## config.mk

```make
export PLATFORM = sky130hd
export DESIGN_NAME = cl_mask_matcher_flat
export DESIGN_NICKNAME = d
export VERILOG_FILES = /design/src/rtl/cl_mask_matcher_if.sv /design/src/rtl/cl_mask_matcher.sv /design/src/flat_wrapper.sv
export SDC_FILE = /design/constraint.sdc
export NUM_CORES = 1
export LEC_CHECK = 0
export ABC_AREA = 1
export CAP_MARGIN = 20
export CORE_UTILIZATION = 50
export DETAILED_ROUTE_END_ITERATION = 10
export PLACE_DENSITY = 0.72
export SETUP_SLACK_MARGIN = 0.05
export SYNTH_ARGS = -nofsm -noshare
export SYNTH_HDL_FRONTEND = slang
export SYNTH_SLANG_ARGS = --single-unit
```

## constraint.sdc

```tcl
create_clock -name clock -period 15.7 [get_ports clock]
set_clock_uncertainty 0.1 [all_clocks]
set_input_delay 3.14 -clock clock [delete_from_list [all_inputs] [get_ports clock]]
set_output_delay 3.14 -clock clock [all_outputs]
set_load 0.1 [all_outputs]
```

## src/rtl/cl_mask_matcher_if.sv

```systemverilog
// Operand/result bundle for the sparse match unit: occupancy masks and start
// indices in, packed 64-bit match descriptor out.
interface cl_mask_matcher_if;
   logic [15:0] bitmaskW;
   logic [15:0] bitmaskA;
   logic [4:0]  startIndexW;
   logic [4:0]  startIndexA;
   logic [63:0] result;

   modport master (
      output bitmaskW, bitmaskA, startIndexW, startIndexA,
      input  result
   );

   modport slave (
      input  bitmaskW, bitmaskA, startIndexW, startIndexA,
      output result
   );
endinterface

```

## src/rtl/cl_mask_matcher.sv

```systemverilog
// Selects the first two co-occupied positions of two 16-bit occupancy masks and
// reports their compressed indices and the resume point, registered once.
module cl_mask_matcher (
   input  logic              clock,
   input  logic              reset,
   cl_mask_matcher_if.slave  bus
);

   // Number of set bits of m strictly below dense position p.
   function automatic logic [4:0] count_below(input logic [15:0] m, input logic [4:0] p);
      logic [4:0] cnt;
      cnt = 5'd0;
      for (int i = 0; i < 16; i++) begin
         if ((m[i] == 1'b1) && (5'(i) < p)) begin
            cnt = cnt + 5'd1;
         end else begin
            cnt = cnt;
         end
      end
      return cnt;
   endfunction

   logic [4:0]  start_w_s;
   logic [4:0]  start_a_s;
   logic [15:0] match_s;
   logic        found0_s;
   logic        found1_s;
   logic        more_s;
   logic [4:0]  p0_s;
   logic [4:0]  p1_s;
   logic [1:0]  num_s;
   logic [4:0]  next_s;
   logic [4:0]  k_w0_s;
   logic [4:0]  k_w1_s;
   logic [4:0]  k_a0_s;
   logic [4:0]  k_a1_s;
   logic [15:0] packed_w_s;
   logic [15:0] packed_a_s;
   logic [63:0] result_d;
   logic [63:0] result_q;

   // Eligibility, match vector and two-deep priority selection.
   always_comb begin
      start_w_s = (bus.startIndexW > 5'd16) ? 5'd16 : bus.startIndexW;
      start_a_s = (bus.startIndexA > 5'd16) ? 5'd16 : bus.startIndexA;
      match_s   = 16'h0000;
      found0_s  = 1'b0;
      found1_s  = 1'b0;
      more_s    = 1'b0;
      p0_s      = 5'd0;
      p1_s      = 5'd0;
      for (int i = 0; i < 16; i++) begin
         match_s[i] = bus.bitmaskW[i] & bus.bitmaskA[i] &
                      (5'(i) >= start_w_s) & (5'(i) >= start_a_s);
      end
      // Third and later matches only matter as "something remains after p1".
      for (int i = 0; i < 16; i++) begin
         if (match_s[i] == 1'b1) begin
            if (found0_s == 1'b0) begin
               found0_s = 1'b1;
               p0_s     = 5'(i);
            end else if (found1_s == 1'b0) begin
               found1_s = 1'b1;
               p1_s     = 5'(i);
            end else begin
               more_s   = 1'b1;
            end
         end else begin
            more_s = more_s;
         end
      end
   end

   // Compressed-index decode and result packing.
   always_comb begin
      k_w0_s     = count_below(bus.bitmaskW, p0_s);
      k_w1_s     = count_below(bus.bitmaskW, p1_s);
      k_a0_s     = count_below(bus.bitmaskA, p0_s);
      k_a1_s     = count_below(bus.bitmaskA, p1_s);
      packed_w_s = 16'h0000;
      packed_a_s = 16'h0000;
      if (found0_s == 1'b1) begin
         packed_w_s[k_w0_s[3:0]] = 1'b1;
         packed_a_s[k_a0_s[3:0]] = 1'b1;
      end else begin
         packed_w_s = 16'h0000;
      end
      if (found1_s == 1'b1) begin
         packed_w_s[k_w1_s[3:0]] = 1'b1;
         packed_a_s[k_a1_s[3:0]] = 1'b1;
      end else begin
         packed_a_s = packed_a_s;
      end
      num_s  = {1'b0, found0_s} + {1'b0, found1_s};
      next_s = (more_s == 1'b1) ? (p1_s + 5'd1) : 5'd16;
      result_d = {17'h00000, num_s, next_s, 1'b0, num_s, next_s, packed_a_s, packed_w_s};
   end

   // Output register with synchronous reset.
   always_ff @(posedge clock) begin
      if (reset) begin
         result_q <= 64'h0000_0000_0000_0000;
      end else begin
         result_q <= result_d;
      end
   end

   assign bus.result = result_q;

endmodule

```

## src/flat_wrapper.sv

```systemverilog
// flat-port wrapper written by rule: the top's interface ports become plain ports
module cl_mask_matcher_flat 
  (clock, reset, bus_bitmaskW, bus_bitmaskA, bus_startIndexW, bus_startIndexA, bus_result);
  cl_mask_matcher_if bus_i ();
  input  logic clock;
  input  logic reset;
  input wire logic [$bits(bus_i.bitmaskW)-1:0] bus_bitmaskW;
  input wire logic [$bits(bus_i.bitmaskA)-1:0] bus_bitmaskA;
  input wire logic [$bits(bus_i.startIndexW)-1:0] bus_startIndexW;
  input wire logic [$bits(bus_i.startIndexA)-1:0] bus_startIndexA;
  output wire logic [$bits(bus_i.result)-1:0] bus_result;
  assign bus_i.bitmaskW = bus_bitmaskW;
  assign bus_i.bitmaskA = bus_bitmaskA;
  assign bus_i.startIndexW = bus_startIndexW;
  assign bus_i.startIndexA = bus_startIndexA;
  assign bus_result = bus_i.result;
  cl_mask_matcher u_core (.clock(clock), .reset(reset), .bus(bus_i));
endmodule
```

==> flow_summary_export.csv <==
group,metric,value,unit
timing,setup_viol_count_final,0,
synthesis,synthArstFlopShare,0,%
timing,final_hold_viol_count,0,
clock_network,cts.sinks,39,
floorplanning,pin_count,108,
route,vias,11100,
power_and_ir_drop,power_switching,0.418,mW
critical_path,arrival,15050,ps
critical_path,cp-start-kind,"input port",
timing,report.final.slew_viol_count,0,
cells_and_area,largest_reg_flops,39,
hold_path,hold_path.startpoint,"reset",
cells_and_area,antenna_cells,0,
floorplanning,start_util,51.6,%
clock_network,clockBufferDepth,2,
floorplanning,core_area,0.0189,sq mm
synthesis,synth-seq-cells,39,
timing,hold_ws,3570,ps
power_and_ir_drop,sw_frac_of_total,56.0,%
floorplanning,dieHeight,142,microns
route,drtAntennaViolNets,0,
synthesis,synth_area_leader_cell,"nand2_1",
hold_path,hold_depth,3,
critical_path,max_stage_delay,510,ps
placement,dp.cells,2147,
synthesis,ys_seq_area_share,8.01,%
timing,min_period_over_period,95.2,%
power_and_ir_drop,ir_worst_vdd,0.0458,mV
critical_path,crit_required,15810,ps
cells_and_area,area_delta_synth_final,14.4,%
power_and_ir_drop,p_clk_share,13.1,%
cells_and_area,finalNonFillerCells,2160,
critical_path,worstPathMaxFanout,6,
synthesis,synth_area,0.00974,sq mm
timing,tightest_slew,984,ps
timing,finalCriticalPeriod,14940,ps
job,maxCapViolCount,0,
route,routedWlPerCell,12.1,microns
power_and_ir_drop,p_int,0.329,mW
synthesis,synthDistinctLibCells,55,
floorplanning,die_w,142,microns
synthesis,synth_edf_count,0,
placement,port_buffers,89,
timing,max_freq,66.9,MHz
synthesis,ys_warn_count,0,
global_routing,grt_max_degree,37,
global_routing,grt.overflow.total,0,
power_and_ir_drop,seqPwrFrac,14.1,%
cells_and_area,final_net_count,2006,
critical_path,cp_slowest_cell,"clkdlybuf4s50_1",
synthesis,syn_avg_cell_area,5.40,sq um
route,routed_via_density,5.15,
global_routing,grt_usage,26.3,%
critical_path,crit_path_end_kind,"flop",
route,totalWireLength,26100,microns
critical_path,cpMostUsedCell,"nand2_1",
clock_network,htree_levels,2,
hold_path,hold_class,"input port to flop",
clock_network,cts_tree,"built",
floorplanning,dieArea,0.0200,sq mm
power_and_ir_drop,combPwrFrac,72.8,%
global_routing,grt_antenna_before_repair,0,
power_and_ir_drop,p_per_area,67.0,mW/mm^2
hold_path,worst_hold_path.endpoint,"u_core.bus.result[38]",
timing,grt_setup_unrepaired,"yes",
global_routing,grt_pass1_vias,10200,
clock_network,clock-root-buffer,"clkbuf_16",
route,drc,0,
placement,hpwl,22400,microns
timing,slew_headroom,34.2,%
placement,gp_congestion,0.974,
route,drt-initial-drc-count,713,
synthesis,synth_top_area_share,19.5,%
global_routing,grt_pass1_wl,44000,microns
route,first_pass_iters,5,
outcome,outcome,"finished, final reports clean",
clock_network,clk_pin_slew,60,ps
cells_and_area,final_util,59.0,%
floorplanning,rows,50,
synthesis,yosys-top-cells-area,"nand2_1 (20%), nand3_1 (15%), inv_1 (11%)",
cells_and_area,drive_above_1_share,13.1,%
clock_network,cts_hold_buf,0,
power_and_ir_drop,p_leak,6.16,nW
timing,finalSetupTns,0,ps
synthesis,synthFlopType,"dfxtp_1",
critical_path,critPathKind,"input port to flop",
synthesis,synthCells,1803,
clock_network,cts-buffers-inserted,5,
[cells in the mapped netlist (2+ instances only)]
master    instances
o21ai_2           4
xor2_1            2
nor3_1           17
nand3b_1          3
a21oi_2           2
nand2_4          24
buf_6             2
nor4_1            4
inv_2            21
dfxtp_1          39
or2_2            35
and2_1            5
inv_1           297
nand2_2          47
a31oi_1           5
o211ai_1          4
nand4_1          51
o22ai_1           2
nand3_1         290
xnor2_2           2
o31ai_1           3
nor2_4           11
buf_4            25
nand2_1         507
clkbuf_8          2
o21bai_1          5
nor2_2           19
o21ai_1           4
nor2_1          192
nand3_4           8
a21oi_1          44
o21ai_0          20
nand3_2          23
ha_1             63
[cell families (layout without fill, tap and decap cells)]
kind of cell,Yosys count,after routing,share of synthesized area [%]
buf+inv,354,434,15.2
simple gates,1241,1241,61.8
flops,39,39,8.01
xor+xnor,6,6,0.835
compound gates,99,99,6.07
other cells,1,18,0.0385
fa+ha+maj,63,63,8.09
[critical path: cells and delay by family]
family	cells	cell delay [ps]
adder cells (fa/ha/maj)	14	3630
AND/OR/NAND/NOR	44	6380
AO/OA/AOI/OAI	2	300
buffers and inverters	17	1570
[routing by layer]
metal	vias to the layer above	wire [microns]	track usage (%)
met3	46	999	2.83
met4	0	591	5.89
met5	-	0	0
met1	4936	12000	33.1
met2	241	12500	47.9
li1	5909	-	-
[power by group through the flow]
stage	Sequential [mW]	Clock, mW	Combinational, mW
2_1_floorplan	0.144	0	0.388
3_3_place_gp	0.108	0	0.515
3_5_place_dp	0.108	0	0.532
4_1_cts	0.106	0.0998	0.534
5_1_grt	0.106	0.105	0.621
6_report	0.106	0.0979	0.543
[worst max path at each step]
stage                  startpoint               endpoint  slack, ps  cells after the start
2_1_floorplan  bus_startIndexA[4]   u_core.bus.result[1]       1450                     79
3_3_place_gp   bus_startIndexA[4]  u_core.bus.result[24]        310                     78
3_5_place_dp   bus_startIndexW[4]  u_core.bus.result[16]         50                     79
4_1_cts        bus_startIndexA[1]  u_core.bus.result[28]        250                     77
5_1_grt        bus_startIndexA[2]   u_core.bus.result[1]        -30                     79
6_report       bus_startIndexA[2]  u_core.bus.result[28]        760                     77
[cell type report]
type	instances	area (sq um)
Clock inverter	3	15.0
Tap cell	260	325
Inverter	322	1220
Multi-Input combinational cell	1427	7650
Clock buffer	5	125
Fill cell	1960	7750
Timing Repair Buffer	104	1030
Sequential cell	39	781
[placed cells by master, fill, tap and decap left out, drive strengths merged, types with 15 or more instances in the layout]
cell           instances
nand2                578
nand3                321
inv                  319
nor2                 223
clkdlybuf4s50         80
ha                    63
nand4                 51
a21oi                 47
dfxtp                 39
or2                   36
o21ai                 29
nor3                  19
conb                  18
buf                   15
[metrics by stage]
step | setup slack [ps] | instance area (sq um) | total power [mW]
2_1_floorplan | 1450 | 9810 | 0.533
3_3_place_gp | 313 | 10800 | 0.623
3_5_place_dp | 48.5 | 10800 | 0.639
4_1_cts | 253 | 11000 | 0.739
5_1_grt | -33.8 | 11100 | 0.832
6_report | 761 | 11100 | 0.747
[timing repair]
| item | in CTS | in global routing |
|---|---|---|
| endpoints found under the setup margin | 0 | 32 |
| gates resized for setup | 0 | 39 |
| setup buffers | 0 | 5 |
Power figures use the tool's default switching activity.
